--- src/rtl/ntp_key_fetch_if.sv ---
// Lookup, response and keymem handshake signals of the NTP key fetcher.
// slave is the fetcher's view; master is the surrounding pipeline/keymem view.
interface ntp_key_fetch_if;
  logic         lookup_valid;
  logic [31:0]  lookup_id;
  logic         lookup_ready;
  logic         rsp_valid;
  logic         rsp_ready;
  logic [255:0] rsp_key;
  logic         rsp_error;
  logic         rsp_cached;
  logic         key_req;
  logic [31:0]  key_id;
  logic         key_ack;
  logic [255:0] key;

  modport master (
    output lookup_valid, lookup_id, rsp_ready, key_ack, key,
    input  lookup_ready, rsp_valid, rsp_key, rsp_error, rsp_cached, key_req, key_id
  );

  modport slave (
    input  lookup_valid, lookup_id, rsp_ready, key_ack, key,
    output lookup_ready, rsp_valid, rsp_key, rsp_error, rsp_cached, key_req, key_id
  );
endinterface

--- src/rtl/ntp_key_fetch.sv ---
// Keymem requester: fetch a 256-bit key by ID, timeout -> error response; optional one-entry cache (NTP_KEY_FETCH_CACHE_EN).
// Latency: key_req one cycle after lookup accept, response one cycle after key_ack (cache hit: one cycle after accept).
// Backpressure: one lookup outstanding; response held stable until rsp_ready, lookup_ready low meanwhile.
module ntp_key_fetch #(
  parameter logic [15:0] TIMEOUT_CYCLES = 16'd1000,
  parameter int          CNT_WIDTH      = 32
) (
  input  logic                 key_clk,
  input  logic                 key_aresetn,
  ntp_key_fetch_if.slave       kif,
  input  logic                 cache_flush,
  output logic [CNT_WIDTH-1:0] cnt_fetch,
  output logic [CNT_WIDTH-1:0] cnt_timeout,
  output logic [CNT_WIDTH-1:0] cnt_spurious
);

  typedef enum logic [1:0] {S_IDLE, S_WAIT, S_RSP} state_t;

  localparam logic [15:0]          TMO_LAST = TIMEOUT_CYCLES - 16'd1;
  localparam logic [CNT_WIDTH-1:0] CNT_ONE  = {{(CNT_WIDTH-1){1'b0}}, 1'b1};

  state_t       state, state_nxt;
  logic [15:0]  tcnt;
  logic [31:0]  key_id_q;
  logic [255:0] rsp_key_q;
  logic         rsp_error_q;
  logic         rsp_cached_q;
  logic         cache_hit;
  logic [255:0] cache_key;
  logic         ack_take;
  logic         tmo_hit;
  logic         hit_take;
  logic         rsp_done;
  logic         spurious;

  always_ff @(posedge key_clk or negedge key_aresetn) begin
    if (!key_aresetn) state <= S_IDLE;
    else              state <= state_nxt;
  end

  always_comb begin
    state_nxt = state;
    ack_take  = 1'b0;
    tmo_hit   = 1'b0;
    hit_take  = 1'b0;
    rsp_done  = 1'b0;
    case (state)
      S_IDLE: begin
        if (kif.lookup_valid) begin
          if (cache_hit) begin
            hit_take  = 1'b1;
            state_nxt = S_RSP;
          end else begin
            state_nxt = S_WAIT;
          end
        end
      end
      S_WAIT: begin
        // An ack on the terminal count still delivers the key.
        if (kif.key_ack) begin
          ack_take  = 1'b1;
          state_nxt = S_RSP;
        end else if (tcnt == TMO_LAST) begin
          tmo_hit   = 1'b1;
          state_nxt = S_RSP;
        end
      end
      S_RSP: begin
        if (kif.rsp_ready) begin
          rsp_done  = 1'b1;
          state_nxt = S_IDLE;
        end
      end
      default: state_nxt = S_IDLE;
    endcase
  end

  assign spurious = kif.key_ack && (state != S_WAIT);

  always_ff @(posedge key_clk or negedge key_aresetn) begin
    if (!key_aresetn) begin
      tcnt         <= '0;
      key_id_q     <= '0;
      rsp_key_q    <= '0;
      rsp_error_q  <= 1'b0;
      rsp_cached_q <= 1'b0;
    end else begin
      if (state == S_IDLE) tcnt <= '0;
      else if (state == S_WAIT) tcnt <= tcnt + 16'd1;

      if ((state == S_IDLE) && kif.lookup_valid) key_id_q <= kif.lookup_id;

      if (ack_take) begin
        rsp_key_q    <= kif.key;
        rsp_error_q  <= 1'b0;
        rsp_cached_q <= 1'b0;
      end else if (tmo_hit) begin
        rsp_key_q    <= '0;
        rsp_error_q  <= 1'b1;
        rsp_cached_q <= 1'b0;
      end else if (hit_take) begin
        rsp_key_q    <= cache_key;
        rsp_error_q  <= 1'b0;
        rsp_cached_q <= 1'b1;
      end else if (rsp_done) begin
        // Do not leave key material sitting on the response bus.
        rsp_key_q    <= '0;
        rsp_error_q  <= 1'b0;
        rsp_cached_q <= 1'b0;
      end
    end
  end

  always_ff @(posedge key_clk or negedge key_aresetn) begin
    if (!key_aresetn) begin
      cnt_fetch    <= '0;
      cnt_timeout  <= '0;
      cnt_spurious <= '0;
    end else begin
      if (ack_take && (cnt_fetch != '1))   cnt_fetch    <= cnt_fetch + CNT_ONE;
      if (tmo_hit && (cnt_timeout != '1))  cnt_timeout  <= cnt_timeout + CNT_ONE;
      if (spurious && (cnt_spurious != '1)) cnt_spurious <= cnt_spurious + CNT_ONE;
    end
  end

`ifdef NTP_KEY_FETCH_CACHE_EN
  logic         cache_vld;
  logic [31:0]  cache_id;
  logic [255:0] cache_key_q;

  // A flush in the same cycle as a fetch write leaves the entry invalid.
  always_ff @(posedge key_clk or negedge key_aresetn) begin
    if (!key_aresetn) begin
      cache_vld   <= 1'b0;
      cache_id    <= '0;
      cache_key_q <= '0;
    end else if (cache_flush) begin
      cache_vld <= 1'b0;
    end else if (ack_take) begin
      cache_vld   <= 1'b1;
      cache_id    <= key_id_q;
      cache_key_q <= kif.key;
    end
  end

  assign cache_hit = cache_vld && (cache_id == kif.lookup_id);
  assign cache_key = cache_key_q;
`else
  logic unused_cache_flush;
  assign unused_cache_flush = cache_flush;
  assign cache_hit          = 1'b0;
  assign cache_key          = '0;
`endif

  assign kif.lookup_ready = (state == S_IDLE);
  assign kif.key_req      = (state == S_WAIT);
  assign kif.key_id       = key_id_q;
  assign kif.rsp_valid    = (state == S_RSP);
  assign kif.rsp_key      = rsp_key_q;
  assign kif.rsp_error    = rsp_error_q;
  assign kif.rsp_cached   = rsp_cached_q;

endmodule

--- src/flat_wrapper.sv ---
// flat-port wrapper written by rule: the top's interface ports become plain ports
module ntp_key_fetch_flat 
#(
  parameter logic [15:0] TIMEOUT_CYCLES = 16'd1000,
  parameter int          CNT_WIDTH      = 32
)
  (key_clk, key_aresetn, cache_flush, cnt_fetch, cnt_timeout, cnt_spurious, kif_lookup_valid, kif_lookup_id, kif_rsp_ready, kif_key_ack, kif_key, kif_lookup_ready, kif_rsp_valid, kif_rsp_key, kif_rsp_error, kif_rsp_cached, kif_key_req, kif_key_id);
  ntp_key_fetch_if kif_i ();
  input  logic key_clk;
  input  logic key_aresetn;
  input  logic cache_flush;
  output logic [CNT_WIDTH-1:0] cnt_fetch;
  output logic [CNT_WIDTH-1:0] cnt_timeout;
  output logic [CNT_WIDTH-1:0] cnt_spurious;
  input wire logic [$bits(kif_i.lookup_valid)-1:0] kif_lookup_valid;
  input wire logic [$bits(kif_i.lookup_id)-1:0] kif_lookup_id;
  input wire logic [$bits(kif_i.rsp_ready)-1:0] kif_rsp_ready;
  input wire logic [$bits(kif_i.key_ack)-1:0] kif_key_ack;
  input wire logic [$bits(kif_i.key)-1:0] kif_key;
  output wire logic [$bits(kif_i.lookup_ready)-1:0] kif_lookup_ready;
  output wire logic [$bits(kif_i.rsp_valid)-1:0] kif_rsp_valid;
  output wire logic [$bits(kif_i.rsp_key)-1:0] kif_rsp_key;
  output wire logic [$bits(kif_i.rsp_error)-1:0] kif_rsp_error;
  output wire logic [$bits(kif_i.rsp_cached)-1:0] kif_rsp_cached;
  output wire logic [$bits(kif_i.key_req)-1:0] kif_key_req;
  output wire logic [$bits(kif_i.key_id)-1:0] kif_key_id;
  assign kif_i.lookup_valid = kif_lookup_valid;
  assign kif_i.lookup_id = kif_lookup_id;
  assign kif_i.rsp_ready = kif_rsp_ready;
  assign kif_i.key_ack = kif_key_ack;
  assign kif_i.key = kif_key;
  assign kif_lookup_ready = kif_i.lookup_ready;
  assign kif_rsp_valid = kif_i.rsp_valid;
  assign kif_rsp_key = kif_i.rsp_key;
  assign kif_rsp_error = kif_i.rsp_error;
  assign kif_rsp_cached = kif_i.rsp_cached;
  assign kif_key_req = kif_i.key_req;
  assign kif_key_id = kif_i.key_id;
  ntp_key_fetch #(.TIMEOUT_CYCLES(TIMEOUT_CYCLES), .CNT_WIDTH(CNT_WIDTH)) u_core (.key_clk(key_clk), .key_aresetn(key_aresetn), .kif(kif_i), .cache_flush(cache_flush), .cnt_fetch(cnt_fetch), .cnt_timeout(cnt_timeout), .cnt_spurious(cnt_spurious));
endmodule
--- config.mk ---
export PLATFORM = sky130hd
export DESIGN_NAME = ntp_key_fetch_flat
export DESIGN_NICKNAME = d
export VERILOG_FILES = /design/src/rtl/ntp_key_fetch_if.sv /design/src/rtl/ntp_key_fetch.sv /design/src/flat_wrapper.sv
export SDC_FILE = /design/constraint.sdc
export NUM_CORES = 1
export LEC_CHECK = 0
export CORE_AREA = 2 2 267 269
export DETAILED_ROUTE_END_ITERATION = 10
export DIE_AREA = 0 0 269 271
export GPL_TIMING_DRIVEN = 0
export SKIP_CTS_REPAIR_TIMING = 1
export SLEW_MARGIN = 20
export SYNTH_ARGS = -nofsm -noshare
export SYNTH_HDL_FRONTEND = slang
export SYNTH_SLANG_ARGS = --single-unit
--- constraint.sdc ---
create_clock -name key_clk -period 2.2 [get_ports key_clk]
set_input_delay 0.22 -clock key_clk [delete_from_list [all_inputs] [get_ports key_clk]]
set_output_delay 0.22 -clock key_clk [all_outputs]
set_load 0.05 [all_outputs]
After elaboration in Yosys (flattened, before gate mapping). Cells that the tools add are included. W data, S select, Z words.

Add/subtract/negate cells: 4. Multipliers: 0. Div/mod/pow operators: 0. Magnitude comparators: 0. Equality and inequality tests: 10. Shifts and indexed selects: 0. Muxes and demuxes: 22. Bitwise operators: 0. Reductions and logical operators: 9.

Operators by type and width (count): $mux W256 (3); $add A32 B1 Y32 const B (3); $ne A32 B32 Y1 const B (3); $mux W16 (2); $add A16 B1 Y16 const B (1); $eq A16 B10 Y1 const B (1); $mux W1 (12); $mux W2 (4); $pmux W2 S3 (1); $logic_and A1 B1 Y1 (5); $ne A2 B2 Y1 const B (2); $ne A3 B2 Y1 const B (1); $reduce_and A3 Y1 (1); $reduce_bool A3 Y1 (1); $eq A2 B1 Y1 const B (1); $eq A2 B2 Y1 const B (1); $logic_not A2 Y1 (1); $ne A2 B1 Y1 const B (1); $reduce_bool A2 Y1 (1).

Register bits after elaboration: 404. Bits in latches: 0. Bits in writable memories: 0. ROM bits: 0. Input port bits: 294. Output and inout bits: 389. Logic and storage cells: 54. Memories kept: 0.

Longest topological paths before layout.
Word-level depth: 6. Depth in mapped cells: 10. Depth with buffers taken out: 6.

Worst setup path after synthesis. Ideal clock, no wire load.

Kind: reg2reg. Start: register u_core.cnt_timeout[0]. End: register u_core.cnt_timeout[24]. Setup time: 142 ps. Arrival time: 2232 ps. Data required time: 2058 ps. Slack: -174 ps. Cell stages (with the launch flop): 8. Buffers on the path: 1. Period minus slack after synthesis: 2374 ps. Cell sequence: dfrtp_1 -> ha_1 -> nand4_1 -> nor4_4 -> or4b_1 -> buf_6 -> nor2_4 -> xor2_2.

Word-level cells in the longest chain between the ends: 2. Elaborated cells on any way between the ends: 3. Those cells by class: add/sub: 1; eq/ne: 1; reduce/logical: 1.

Ends and longest elaborated chain: start, declared (line ntp_key_fetch.sv:13) `output logic [CNT_WIDTH-1:0] cnt_timeout,`; start signal, assigned (line ntp_key_fetch.sv:121) `if (tmo_hit && (cnt_timeout != '1)) cnt_timeout <= cnt_timeout + CNT_ONE;`; branches (longest 2 deep; another with $add A32 B1 Y32).

Several ways; the timed one is not identified. A chain may end at the register's enable or synchronous reset.

Worst setup path in the final report.
Start: register u_core.rsp_key_q[198] (netlist: u_core.kif.rsp_key[198]). End: output kif_rsp_key[198].

RTL lines: start, declared (line ntp_key_fetch.sv:25) `logic [255:0] rsp_key_q;`; start signal, assigned (line ntp_key_fetch.sv:94) `rsp_key_q <= kif.key;`; start signal, assigned (line ntp_key_fetch.sv:102) `rsp_key_q <= cache_key;`; end, declared (line flat_wrapper.sv:22) `output wire logic [$bits(kif_i.rsp_key)-1:0] kif_rsp_key;`.

No word-level cell between the ends.

==> results by group <==
Synth
  • Simple-Gate Fraction of Synth Area: about a tenth
  • Register area share after synthesis: 62.7%
  • Largest family of logic cells by synthesized area: compound AO/OA/AOI/OAI gates
  • Synthesized area: 16100 um2
  • Synth Area in Compound Gates: 15.1%
  • Post-synth top area share: a little over three fifths
  • Ys flop type: dfrtp_1
  • Distinct cells, synth: 58
  • Synth Area in Adders: 0.311%
  • Ys Warns: 0
  • EDFF count, synth: 0
  • Net Count, Synth: approximately 1500
  • Mapped Cells: 1199
  • Ranking of synthesized cells by area: dfrtp_1 (63%), a22o_1 (14%), xnor2_1 (2.8%), mux2_2 (2.7%), xor2_1 (2.4%)
  • Asr flop ratio synth: 100%
  • Synthesis-stage register bit count: between 400 and 500
  • Mux share of post-synthesis cell area: around 2.8%
  • XOR/XNOR Fraction of Synth Area: ~5.3%
  • Synth area leader: dfrtp_1
  • Avg Cell Area, Syn: 13.4 um2

Critical path
  • Crit path DAT: approximately 1.9 ns
  • CP Cell Sequence: clkdlybuf4s50_1
  • CP max FO: 2
  • Reg-to-reg endpoint: u_core.cnt_timeout[1]
  • Cell family with most CP delay: buffers and inverters
  • Crit-path slowest cell: clkdlybuf4s50_1
  • Endpoint class of the critical path: primary output
  • CP required: approximately 2 ns
  • R2R Setup Slk: around 0.05 ns
  • Worst r2r path cells: 6
  • Reg2reg start: u_core.tcnt[4]
  • CP Class: reg -> out
  • Buf/Inv on CP: 1
  • Crit-path max cell delay: 0.86 ns
  • Critical Path Start Type: flip-flop

STA
  • Final Cycle Share: between 90% and 100%
  • Tmin final: 2.16 ns
  • Max Slew Vio Count: 0
  • Fin worst setup slack: 0.0394 ns
  • Slew Limit Headroom: just under 50%
  • Final setup viols: 0
  • Layout Skew: about 0.021 ns
  • Fmax: 463 MHz
  • Slew @ Worst Pin: 0.753 ns
  • Final Hold Viols: 0

Route
  • DRT Pass-1 Iters: 5
  • WL final: 60300 um
  • Drt wl/cell: 20.5 um
  • Via count: 13311
  • Vias per Instance: between 4 and 5
  • Detailed Route Iter0 Violations: 609
  • Post-route DRC: 0
  • Post-DRT Antenna Nets: 0

Placement
  • Area post-placement: about 24000 um2
  • # placed instances: between 2000 and 3000
  • GP Congestion: 0.887
  • Pre-CTS WS: -0.651 ns
  • Detailed placement HPWL: 45800 um
  • I/O Buffers: 679

Final layout
  • Post-layout nets: 2252
  • Final core occ: a little under two fifths
  • Area Overhead vs Synth: 62.9%
  • # fillers: approximately 6700
  • Final instance area: around 26000 um2
  • Post-route non-filler standard cell count: 2934
  • Share of cells above drive strength 1: 14.6%

Worst hold path
  • Hold_sp: kif_key_ack
  • Hold Crit Endpoint: u_core.cnt_spurious[2]
  • Type of the most critical hold path: in -> reg
  • Min-Delay Path Depth: 3

Power and ir drop
  • Part of the power in registers: a little under 30%
  • Comb power frac: 51.3%
  • Clock share of power: 19.8%
  • Max IR drop VDD: 1010 uV
  • Internal power: 21.8 mW
  • Sw frac: 45.2%
  • Pleak: 11.5 nW
  • P_sw: 18.0 mW
  • P per Cell Area: 1520 nW/um2

Global routing
  • First-pass GRT wire length: roughly 90000 um
  • Overflow after GRT: 0
  • Antenna violations before repair: 3
  • Tot GR Track Use: about 16%
  • Largest net degree at the start of global routing: 99
  • Number of global-route vias before repair: 14114

Outcome
  • Status: completed

CTS
  • CTS Buffer Depth: 3
  • CTS buffer count: 46
  • H-Tree Level Count: 2
  • Clk slew on worst S/H paths: 0.06 ns
  • CTS root buf: clkbuf_16
  • Clk_lat worst skew: about 0.58 ns
  • CTS tree: built
  • CTS Sinks: 403

Floorplan
  • I/O pin count: around 680
  • Die Span Y: roughly 270 um
  • Initial core utilization: between 20% and 30%
  • Die footprint: 72900 um2
  • Core area: about 70000 um2
  • Site Rows: 97
  • Die width: 269 um

Run
  • Max capacitance violation total: 0
[per-stage QoR]
step | setup TNS, ns | total power, mW | hold slack [ns]
floorplan | -0.000856 | 23.9 | -0.0756
global placement | -6945.59 | 31.6 | 0.463
detailed placement | -141.54 | 31.7 | 0.230
CTS | -148.71 | 39.9 | -0.410
global route | -10.62 | 41.5 | 0.107
finish | 0 | 39.8 | 0.114
[flip-flops by register name, indices dropped and copies added (netlist names)]
signal	flops
u_core.kif.rsp_key	256
u_core.cnt_spurious	32
u_core.tcnt	16
u_core.cnt_fetch	32
u_core.state	2
u_core.kif.key_id	32
u_core.kif.rsp_error	1
u_core.cnt_timeout	32
[routing by layer]
layer / track usage (%) / vias up / part of all wire, %
met5: 0 / - / 0
met4: 5.82 / 0 / 3.3
met3: 5.24 / 107 / 8.1
met2: 27.1 / 480 / 50
met1: 19.2 / 6756 / 39
li1: - / 5968 / -
[final cells by class]
type	count	area, um2	share of cell area, %
flip-flops and latches	403	10100	38.7
repair buffers	708	7120	27.2
multi-input cells	707	5550	21.2
clock buffers	66	1350	5.15
well taps	940	1180	4.49
plain buffers	77	607	2.32
clock inverters	19	200	0.765
inverters	11	43.8	0.167
diodes	3	7.51	0.0287
[worst max-delay path by stage]
stage,start,endpoint,cells past startpoint
floorplan,u_core.cnt_timeout[0],u_core.cnt_timeout[24],7
global placement,key_aresetn,u_core.cnt_spurious[8],1
detailed placement,u_core.state[1],u_core.kif.rsp_key[120],7
CTS,u_core.state[0],kif_lookup_ready,3
global route,u_core.tcnt[4],u_core.cnt_timeout[10],7
finish,u_core.kif.rsp_key[198],kif_rsp_key[198],1
[cells in the final DEF (no fill, tap or decap), types with 11 or more instances in the layout]
cell type and instances:
dfrtp_2 33, nand3_1 44, clkbuf_16 47, xnor2_1 52
nand4_1 36, clkdlybuf4s50_1 667, and4_1 11, buf_4 31
buf_6 26, mux2_2 38, a22o_1 258, nand2_1 53
clkbuf_1 12, and3_1 18, clkbuf_2 29, xor2_1 44
dfrtp_1 370, nor3_1 29, nor2_1 34
[cells in the mapped netlist, types with 21 or more instances]
master / n
a22o_1: 258
nor2_1: 35
buf_6: 21
nand4_1: 36
xnor2_1: 52
dfrtp_1: 403
nor3_1: 30
nand2_1: 53
xor2_1: 44
clkbuf_1: 34
nand3_1: 45
mux2_2: 38
[logic make-up (layout without fill, tap and decap cells)]
group                    after synthesis  in the layout
AO/OA/AOI/OAI                        276            276
XOR/XNOR                              97             97
adder cells (fa/ha/maj)                4              4
buffers and inverters                 89            881
flip-flops                           403            403
multiplexers                          40             40
other                                  1              4
AND/OR/NAND/NOR                      289            289
[power by group through the flow]
stage	Combinational, mW	Sequential [mW]	Clock (mW)
after CTS	20.3	11.5	8.14
final	20.4	11.5	7.89
after detailed placement	20.3	11.5	0
after floorplan	4.30	19.6	0
after global routing	21.2	11.8	8.48
after global placement	20.1	11.5	0
Note: power is estimated with default switching activity, not from simulation.
